**config.mk**
```make
export PLATFORM = sky130hd
export DESIGN_NAME = lsu_mem_bridge_flat
export DESIGN_NICKNAME = d
export VERILOG_FILES = /design/src/rtl/lsu_mem_bridge_if.sv /design/src/rtl/lsu_mem_bridge.sv /design/src/flat_wrapper.sv
export SDC_FILE = /design/constraint.sdc
export NUM_CORES = 1
export LEC_CHECK = 0
export BUFFER_PORTS_ARGS = -buffer_cell sky130_fd_sc_hd__buf_2
export CAP_MARGIN = 0
export CORE_AREA = 2 2 182 184
export CTS_CLUSTER_DIAMETER = 200
export DETAILED_ROUTE_END_ITERATION = 8
export DIE_AREA = 0 0 184 186
export GPL_TIMING_DRIVEN = 1
export SLEW_MARGIN = 10
export SYNTH_ARGS = -nofsm -noshare
export SYNTH_HDL_FRONTEND = slang
export SYNTH_SLANG_ARGS = --single-unit
```
**constraint.sdc**
```tcl
create_clock -name clk -period 2.95 [get_ports clk]
set_input_delay 0.885 -clock clk [delete_from_list [all_inputs] [get_ports clk]]
set_output_delay 0.885 -clock clk [all_outputs]
set_load 0.02 [all_outputs]
```
**src/rtl/lsu_mem_bridge_if.sv**
```systemverilog
// Request/response handshakes plus the simulation memory port of the LSU bridge.
interface lsu_mem_bridge_if;
  logic        req_valid;
  logic        req_ready;
  logic        req_write;
  logic [63:0] req_addr;
  logic [1:0]  req_size;
  logic        req_signed;
  logic [63:0] req_wdata;
  logic        resp_valid;
  logic        resp_ready;
  logic [63:0] resp_rdata;
  logic        resp_err;
  logic        mem_rd_en;
  logic [63:0] mem_rd_addr;
  logic [63:0] mem_rd_data;
  logic        mem_we_en;
  logic [63:0] mem_we_addr;
  logic [63:0] mem_we_data;
  logic [7:0]  mem_we_mask;

  // The LSU and memory model side of the bridge.
  modport master (
    output req_valid, req_write, req_addr, req_size, req_signed, req_wdata,
    output resp_ready, mem_rd_data,
    input  req_ready, resp_valid, resp_rdata, resp_err,
    input  mem_rd_en, mem_rd_addr, mem_we_en, mem_we_addr, mem_we_data, mem_we_mask
  );

  modport slave (
    input  req_valid, req_write, req_addr, req_size, req_signed, req_wdata,
    input  resp_ready, mem_rd_data,
    output req_ready, resp_valid, resp_rdata, resp_err,
    output mem_rd_en, mem_rd_addr, mem_we_en, mem_we_addr, mem_we_data, mem_we_mask
  );
endinterface

```
**src/rtl/lsu_mem_bridge.sv**
```systemverilog
// One-at-a-time load/store bridge: alignment check, modelled latency,
// single-cycle memory strobe, load extension and a buffered response.
module lsu_mem_bridge #(
  parameter int unsigned LATENCY    = 2,
  parameter logic [63:0] RESET_ADDR = 64'h8000_0000
) (
  input logic             clk,
  input logic             rst,
  lsu_mem_bridge_if.slave bus
);

  typedef enum logic [1:0] {IDLE, WAIT, ACCESS, RESP} state_t;

  localparam logic [3:0] WAIT_LOAD = (LATENCY > 0) ? 4'(LATENCY - 1) : 4'd0;

  state_t      state, next_state;
  logic [3:0]  cnt;
  logic        wr_q;
  logic [1:0]  size_q;
  logic        signed_q;
  logic [63:0] resp_rdata_q;
  logic        resp_err_q;
  logic [63:0] rd_addr_q;
  logic [63:0] we_addr_q;
  logic [63:0] we_data_q;
  logic [7:0]  we_mask_q;
  logic        accept;
  logic        misaligned;

  function automatic logic [63:0] extend(input logic [63:0] d, input logic [1:0] sz,
                                         input logic sgn);
    logic [63:0] r;
    case (sz)
      2'd0:    r = sgn ? {{56{d[7]}},  d[7:0]}  : {56'd0, d[7:0]};
      2'd1:    r = sgn ? {{48{d[15]}}, d[15:0]} : {48'd0, d[15:0]};
      2'd2:    r = sgn ? {{32{d[31]}}, d[31:0]} : {32'd0, d[31:0]};
      default: r = d;
    endcase
    return r;
  endfunction

  function automatic logic [7:0] size_mask(input logic [1:0] sz);
    logic [7:0] m;
    case (sz)
      2'd0:    m = 8'h01;
      2'd1:    m = 8'h03;
      2'd2:    m = 8'h0F;
      default: m = 8'hFF;
    endcase
    return m;
  endfunction

  always_comb begin
    misaligned = 1'b0;
    case (bus.req_size)
      2'd1:    misaligned = bus.req_addr[0];
      2'd2:    misaligned = |bus.req_addr[1:0];
      2'd3:    misaligned = |bus.req_addr[2:0];
      default: misaligned = 1'b0;
    endcase
  end

  assign bus.req_ready = (state == IDLE) && rst;
  assign accept        = bus.req_valid && bus.req_ready;

  always_comb begin
    next_state = state;
    case (state)
      IDLE: begin
        if (accept) begin
          if (misaligned)      next_state = RESP;
          else if (LATENCY > 0) next_state = WAIT;
          else                 next_state = ACCESS;
        end
      end
      WAIT:    if (cnt == 4'd0) next_state = ACCESS;
      ACCESS:  next_state = RESP;
      RESP:    if (bus.resp_ready) next_state = IDLE;
      default: next_state = IDLE;
    endcase
  end

  // Strobes are decoded from state so an asynchronous reset drops them at once.
  assign bus.mem_rd_en   = (state == ACCESS) && !wr_q;
  assign bus.mem_we_en   = (state == ACCESS) && wr_q;
  assign bus.resp_valid  = (state == RESP);
  assign bus.resp_rdata  = resp_rdata_q;
  assign bus.resp_err    = resp_err_q;
  assign bus.mem_rd_addr = rd_addr_q;
  assign bus.mem_we_addr = we_addr_q;
  assign bus.mem_we_data = we_data_q;
  assign bus.mem_we_mask = we_mask_q;

  always_ff @(posedge clk or negedge rst) begin
    if (!rst) begin
      state        <= IDLE;
      cnt          <= 4'd0;
      wr_q         <= 1'b0;
      size_q       <= 2'd0;
      signed_q     <= 1'b0;
      resp_rdata_q <= 64'd0;
      resp_err_q   <= 1'b0;
      rd_addr_q    <= RESET_ADDR;
      we_addr_q    <= 64'd0;
      we_data_q    <= 64'd0;
      we_mask_q    <= 8'h00;
    end else begin
      state <= next_state;
      if (accept) begin
        wr_q         <= bus.req_write;
        size_q       <= bus.req_size;
        signed_q     <= bus.req_signed;
        resp_rdata_q <= 64'd0;
        resp_err_q   <= misaligned;
        cnt          <= WAIT_LOAD;
        // Memory-facing registers move only for aligned requests of their own kind.
        if (!misaligned) begin
          if (bus.req_write) begin
            we_addr_q <= bus.req_addr;
            we_mask_q <= size_mask(bus.req_size);
            we_data_q <= bus.req_wdata & extend({64{1'b1}}, bus.req_size, 1'b0);
          end else begin
            rd_addr_q <= bus.req_addr;
          end
        end
      end
      if (state == WAIT && cnt != 4'd0) cnt <= cnt - 4'd1;
      if (state == ACCESS && !wr_q) resp_rdata_q <= extend(bus.mem_rd_data, size_q, signed_q);
    end
  end

endmodule

```
**src/flat_wrapper.sv**
```systemverilog
// flat-port wrapper written by rule: the top's interface ports become plain ports
module lsu_mem_bridge_flat 
#(
  parameter int unsigned LATENCY    = 2,
  parameter logic [63:0] RESET_ADDR = 64'h8000_0000
)
  (clk, rst, bus_req_valid, bus_req_write, bus_req_addr, bus_req_size, bus_req_signed, bus_req_wdata, bus_resp_ready, bus_mem_rd_data, bus_req_ready, bus_resp_valid, bus_resp_rdata, bus_resp_err, bus_mem_rd_en, bus_mem_rd_addr, bus_mem_we_en, bus_mem_we_addr, bus_mem_we_data, bus_mem_we_mask);
  lsu_mem_bridge_if bus_i ();
  input logic clk;
  input logic rst;
  input wire logic [$bits(bus_i.req_valid)-1:0] bus_req_valid;
  input wire logic [$bits(bus_i.req_write)-1:0] bus_req_write;
  input wire logic [$bits(bus_i.req_addr)-1:0] bus_req_addr;
  input wire logic [$bits(bus_i.req_size)-1:0] bus_req_size;
  input wire logic [$bits(bus_i.req_signed)-1:0] bus_req_signed;
  input wire logic [$bits(bus_i.req_wdata)-1:0] bus_req_wdata;
  input wire logic [$bits(bus_i.resp_ready)-1:0] bus_resp_ready;
  input wire logic [$bits(bus_i.mem_rd_data)-1:0] bus_mem_rd_data;
  output wire logic [$bits(bus_i.req_ready)-1:0] bus_req_ready;
  output wire logic [$bits(bus_i.resp_valid)-1:0] bus_resp_valid;
  output wire logic [$bits(bus_i.resp_rdata)-1:0] bus_resp_rdata;
  output wire logic [$bits(bus_i.resp_err)-1:0] bus_resp_err;
  output wire logic [$bits(bus_i.mem_rd_en)-1:0] bus_mem_rd_en;
  output wire logic [$bits(bus_i.mem_rd_addr)-1:0] bus_mem_rd_addr;
  output wire logic [$bits(bus_i.mem_we_en)-1:0] bus_mem_we_en;
  output wire logic [$bits(bus_i.mem_we_addr)-1:0] bus_mem_we_addr;
  output wire logic [$bits(bus_i.mem_we_data)-1:0] bus_mem_we_data;
  output wire logic [$bits(bus_i.mem_we_mask)-1:0] bus_mem_we_mask;
  assign bus_i.req_valid = bus_req_valid;
  assign bus_i.req_write = bus_req_write;
  assign bus_i.req_addr = bus_req_addr;
  assign bus_i.req_size = bus_req_size;
  assign bus_i.req_signed = bus_req_signed;
  assign bus_i.req_wdata = bus_req_wdata;
  assign bus_i.resp_ready = bus_resp_ready;
  assign bus_i.mem_rd_data = bus_mem_rd_data;
  assign bus_req_ready = bus_i.req_ready;
  assign bus_resp_valid = bus_i.resp_valid;
  assign bus_resp_rdata = bus_i.resp_rdata;
  assign bus_resp_err = bus_i.resp_err;
  assign bus_mem_rd_en = bus_i.mem_rd_en;
  assign bus_mem_rd_addr = bus_i.mem_rd_addr;
  assign bus_mem_we_en = bus_i.mem_we_en;
  assign bus_mem_we_addr = bus_i.mem_we_addr;
  assign bus_mem_we_data = bus_i.mem_we_data;
  assign bus_mem_we_mask = bus_i.mem_we_mask;
  lsu_mem_bridge #(.LATENCY(LATENCY), .RESET_ADDR(RESET_ADDR)) u_core (.clk(clk), .rst(rst), .bus(bus_i));
endmodule
```
== Word level (Yosys, flattened, before mapping) ==
Cells that the tools add are included.

* Divide/modulo/power cells: 0
* $lt $le $gt $ge: 0
* Shift operators: 0
* $add $sub $neg: 1
* Muxes and demuxes: 19
* Reductions and logical operators: 18
* Bitwise operators: 3
* Equality and inequality tests: 11
* $mul: 0

{| class="wikitable"
|+ Operators with widths
! cell !! number
|-
| two-way mux 64 bit || 8
|-
| one-hot mux 64 bit (3 select lines) || 2
|-
| bitwise AND 64 bit || 1
|-
| one-hot mux 8 bit (3 select lines) || 1
|-
| equality test 2 bit (second input constant) || 5
|-
| AND reduction 3 bit || 3
|-
| two-way mux 2 bit || 4
|-
| two-way mux 4 bit || 2
|-
| one-hot mux 2 bit (4 select lines) || 1
|-
| equality test 2 x 1 -> 1 bit (second input constant) || 3
|-
| zero test 2 bit || 3
|-
| logical AND 1 bit || 5
|-
| zero test 4 bit || 1
|-
| inequality test 2 x 1 -> 1 bit (second input constant) || 2
|-
| nonzero test 2 bit || 2
|-
| nonzero test 4 bit || 1
|-
| subtractor 4 x 1 -> 4 bit (second input constant) || 1
|-
| one-hot mux 1 bit (3 select lines) || 1
|-
| OR reduction 3 bit || 1
|-
| inequality test 2 bit (second input constant) || 1
|-
| NOT 1 bit || 2
|-
| OR reduction 2 bit || 1
|-
| zero test 1 bit || 1
|}

* Logic and storage cells: 63
* RAM bits: 0
* Memories kept: 0
* Latch bits: 0
* Bits of input ports: 200
* Register bits: 275
* Memory bits (read-only): 0
* Output and inout bits: 269

== Depth between registers and ports, before layout ==
* Word-level depth: 6
* Depth in mapped cells: 8
* Gate-level depth less buffers: 6

== Worst setup path after synthesis ==
No wires, ideal clock.

* Path kind: input port to flip-flop
* From: input port bus_req_addr[2]
* To: register u_core.rd_addr_q[3] (netlist: u_core.bus.mem_rd_addr[3])
* Required time: 2825 ps
* Arrival: 2361 ps
* Cell stages on the path: 4
* Path buffers: 1
* Slack: 465 ps
* Setup time: 125 ps
* Cells stage by stage: a21o_1 a2111oi_4 buf_6 mux2_2

* Word-level cells in the longest chain between the ends: 4

{| class="wikitable"
|+ RTL lines
! item !! line !! source
|-
| from (decl) || flat_wrapper.sv:13 || <nowiki>input wire logic [$bits(bus_i.req_addr)-1:0] bus_req_addr;</nowiki>
|-
| OR reduction 3 bit || lsu_mem_bridge.sv:58 || <nowiki>2'd3: misaligned = |bus.req_addr[2:0];</nowiki>
|-
| one-hot mux 1 bit (3 select lines) || lsu_mem_bridge.sv:55 || <nowiki>case (bus.req_size)</nowiki>
|-
| NOT 1 bit (no source line) || -- ||
|-
| AND reduction 3 bit (no source line) || -- ||
|-
| to (signal assigned) || lsu_mem_bridge.sv:123 || <nowiki>rd_addr_q <= bus.req_addr;</nowiki>
|-
| to (decl) || lsu_mem_bridge.sv:23 || <nowiki>logic [63:0] rd_addr_q;</nowiki>
|}

No other way between the ends.
A chain may end at the register's enable or synchronous reset.

== Final worst setup path ==
* From: register u_core.state[0]
* To: output port bus_mem_rd_en

* Word-level cells in the longest chain between the ends: 2

{| class="wikitable"
|+ RTL lines
! item !! line !! source
|-
| from (decl) || lsu_mem_bridge.sv:16 || <nowiki>state_t state, next_state;</nowiki>
|-
| from (signal assigned) || lsu_mem_bridge.sv:108 || <nowiki>state <= next_state;</nowiki>
|-
| equality test 2 bit || lsu_mem_bridge.sv:84 || <nowiki>assign bus.mem_rd_en = (state == ACCESS) && !wr_q;</nowiki>
|-
| logical AND 1 bit || lsu_mem_bridge.sv:84 ||
|-
| to (decl) || flat_wrapper.sv:23 || <nowiki>output wire logic [$bits(bus_i.mem_rd_en)-1:0] bus_mem_rd_en;</nowiki>
|}

No other way between the ends.

==> reports/results.env <==
NUMBER_OF_I_O_PORT_BUFFERS=468
AREAGROWTHSYNTHTOFINISH_PCT=35.4
POST_SYNTH_INST_COUNT=779
CTS.CLK_SLEW.WORST_PATHS_NS=0.06
GRT_FIRST_PASS_WIRELENGTH_MM=46.6
CTS.REPAIR_TIMING.SETUP_BUFFER_COUNT=0
START_TO_END_TYPE_OF_THE_WORST_SETUP_PATH='reg2out'
GRT.TOTAL_USAGE_PCT=17.4
CLOCK.FMAX_GHz=0.353
CLOCK_PATH_BUFFERS=3
RSZ0062_AT_GRT='no'
CLOCKROOTBUFFER='clkbuf_16'
SETUP_VIOL_COUNT_FINAL=0
GP_CONGESTION=0.786
POSTSYNTHAREAPERCELL_UM2=13.7
FP.DIEH_UM=186
REMAINING_ANTENNA_VIOLATION_COUNT_AFTER_ROUTING=0
HTREE_LEVELS=1
NETLIST_TOP_CELLS_COUNT='dfrtp_1 (270), mux2_2 (141), a22o_1 (40)'
FINAL.PERIOD_UTILIZATION_PCT=96.0
IRDROPWORSTVDD_V=0.000757
PWR-SHARE-SEQ_PCT=37.9
NUMBER_OF_PLACEMENT_ROWS=66
AREA_OF_THE_CORE_UM2=32200
NUMPLACEDINSTANCES=1620
FINALHOLDVIOLATIONS=0
FINCLKSKEW_NS=0.00919
ANTENNA_VIOLATIONS_BEFORE_REPAIR=3
INITIAL_UTILIZATION_PCT=33.2
WORSTPATHMAXFANOUT=11
DRIVE_ABOVE_1_SHARE_PCT=54.5
WORST_SKEW_PAIR.LATE_LATENCY_NS=0.55
TRITONCTS='built'
CRITPATHARRIVALTIME_NS=1.95
R2R_SLACK_NS=0.51
SEQUENTIAL_CELL_AREA_UM2=6780
SW_FRAC_OF_TOTAL_PCT=38.5
WL_MM=30.9
SEQ_AREA_FRAC_SYNTH_PCT=63.3
SLEW-LIMIT-HEADROOM_PCT=23.1
MIN_PATH_TYPE='in2async'
FINALSETUPTNS_NS=0
IO_PINS=469
POST_SYNTH_MAIN_AREA_CONTRIBUTORS='dfrtp_1 (63%), mux2_2 (15%), a22o_1 (3.3%)'
DPL.HPWL_MM=22.4
MAPPEDNETLISTNETS=985
AREA_OCCUPIED_BY_MULTI_INPUT_GATES_UM2=3600
INTPOWER_uW=9580
CLOCK_POWER_SHARE_PCT=23.4
YS_FF_LATCH=271
POWER.LEAKAGE_uW=0.00787
SYNTHFLOPTYPE='dfrtp_1'
NETLIST.TOP_CELL.BY_AREA='dfrtp_1'
DRC=0
SYNTH.DISTINCT_CELLS=44
GRT_MAX_DEGREE=71
ROUTED_VIA_DENSITY=4.80
GRT_OVERFLOW_TOTAL=0
CTS_MADE_BUFFERS=30
SW_PWR_uW=6010
SYNTH_ENABLE_FLOP_CELLS=0
DIEAREA_UM2=34200
DIEWIDTH_UM=184
VIAS=8050
POST-ROUTE-MIN-PERIOD_NS=2.83
POWERDENSITY_nW_PER_UM2=1070
CTS_NUM_SINKS=271
TIMING.CRITICAL_PATH.REQUIRED_NS=2.07
DRT_PASS1_ITERATIONS=4
DETAIL_ROUTE.WL_PER_CELL_UM=18.5
WORSTMARGINPINSLEW_NS=1.15
MAXSLEWVIOLCOUNT=0
SETUP.WORST_PATH.END_CLASS='output pin'
GRT_PASS1_VIAS=8027
OUTCOME='finished, final reports clean'
POST-SYNTH-TOP-COUNT-CELL='dfrtp_1'
FINAL_STAGE_NET_COUNT=1450
MAXCAPVIOLCOUNT=0
ASYNCSETRESETFLOPFRACSYNTH_PCT=100
DRT-INITIAL-DRC-COUNT=267
LAYOUT.CELLS.NON_FILLER=1676
CP-START-KIND='register'
SYNTH.TOP_CELL.AREA_SHARE_PCT=63.1
MAPPEDNETLISTAREA_UM2=10700
NUMBER_OF_SYNTHESIS_WARNINGS=0
FILLERS=3059
POWER.COMBINATIONAL.FRACTION_PCT=38.7
FIN_HOLD_WS_NS=0.207
## registers in the layout, summed over array words and instances (netlist names)
register,cells
u_core.signed_q,1
u_core.bus.mem_we_data,64
u_core.bus.mem_we_mask,4
u_core.state,2
u_core.bus.resp_rdata,64
u_core.cnt,4
u_core.bus.resp_err,1
u_core.bus.mem_we_addr,64
u_core.wr_q,1
u_core.size_q,2
u_core.bus.mem_rd_addr,64
## final timing paths
kind                                                 from  depth (start not counted)                          to
worst min register to register  u_core.bus.mem_we_mask[0]                          1   u_core.bus.mem_we_mask[0]
min in group clk                u_core.bus.mem_we_mask[0]                          1   u_core.bus.mem_we_mask[0]
worst max-delay path                      u_core.state[0]                          5               bus_mem_rd_en
worst min-delay path                                  rst                          1   u_core.bus.resp_rdata[19]
worst max register to register            u_core.state[0]                          6    u_core.bus.resp_rdata[5]
max in group asynchronous                             rst                          3  u_core.bus.mem_we_addr[40]
## cell families (layout without fill, tap and decap cells)
family                     count (synthesis)  in the layout  synth area share, %
other                                      0              1                    0
DFF                                      271            271                 63.3
and+or+nand+nor                          110            110                 4.78
muxes                                    165            165                 17.1
AOI/OAI and AO/OA                        147            147                 10.5
buffers and inverters                     79            567                 3.42
adders and majority gates                  6              6                0.701
xor gates and xnor gates                   1              1               0.0818
## stage by stage
stage | cell area, um2 | worst slack [ns] | power, uW | utilization, %
6_report | 14500 | 0.117 | 15600 | 45.0
5_1_grt | 14500 | 0.00425 | 16500 | 45.0
4_1_cts | 14500 | 0.0231 | 15800 | 45.0
3_5_place_dp | 13500 | 0.197 | 12100 | 42.0
3_3_place_gp | 13500 | 0.223 | 12000 | 42.0
2_1_floorplan | 10700 | 0.465 | 9660 | -
## power groups by stage
stage | clock network [uW] | logic (uW) | registers (uW)
detailed placement | 0 | 6110 | 5950
finish | 3650 | 6030 | 5910
CTS | 3770 | 6110 | 5920
global route | 3910 | 6510 | 6090
floorplan | 0 | 2120 | 7550
global placement | 0 | 6030 | 5930
## routing by layer
layer  vias up  part of all wire, %  GRT usage, %
met3        55                  9.0          5.73
met1      3952                   40          21.0
met2       332                   49          29.8
met5         -                0.052             0
met4         4                  2.1          4.64
li1       3707                    -             -
## final cells by class
type / instances / share of cell area (%)
flip-flops and latches: 271 / 46.8
multi-input cells: 429 / 24.8
repair buffers: 489 / 17.5
clock buffers: 44 / 6.24
well taps: 408 / 3.52
inverters: 23 / 0.621
clock inverters: 11 / 0.492
diodes: 1 / 0.0173
## critical path, cell delays in order, from the launching register on
cell and delay [ns]:
dfrtp_1 0.37, inv_1 0.10, ha_1 0.26, nand2b_1 0.15
clkinvlp_4 0.27, buf_2 0.25
## cells in the final DEF (no fill, tap or decap), types with 2 or more instances in the layout
cell type | netlist | routed
a21o_1 | 11 | 11
a21oi_1 | 10 | 10
a22o_1 | 40 | 40
a22oi_1 | 16 | 16
and2_1 | 2 | 2
buf_12 | 0 | 2
buf_2 | 8 | 467
buf_4 | 4 | 19
clkbuf_1 | 37 | 5
clkbuf_16 | 0 | 31
clkbuf_8 | 0 | 8
clkinv_2 | 0 | 6
clkinv_4 | 0 | 3
clkinvlp_4 | 0 | 3
dfrtp_1 | 270 | 270
ha_1 | 6 | 6
inv_1 | 23 | 22
mux2_1 | 5 | 5
mux2_2 | 141 | 141
mux2i_1 | 19 | 19
nand2_1 | 33 | 33
nand2b_1 | 3 | 3
nand3_1 | 16 | 16
nand3b_1 | 2 | 2
nor2_1 | 35 | 34
nor2b_1 | 10 | 10
nor3_1 | 2 | 2
o21ai_0 | 27 | 27
o2bb2ai_1 | 32 | 32
## timing repair
item | in CTS | in global routing
endpoints found under the setup margin | 0 | 1
hold buffers | 0 | 0
gates resized for setup | 0 | 1
Note: power is estimated with default switching activity, not from simulation.
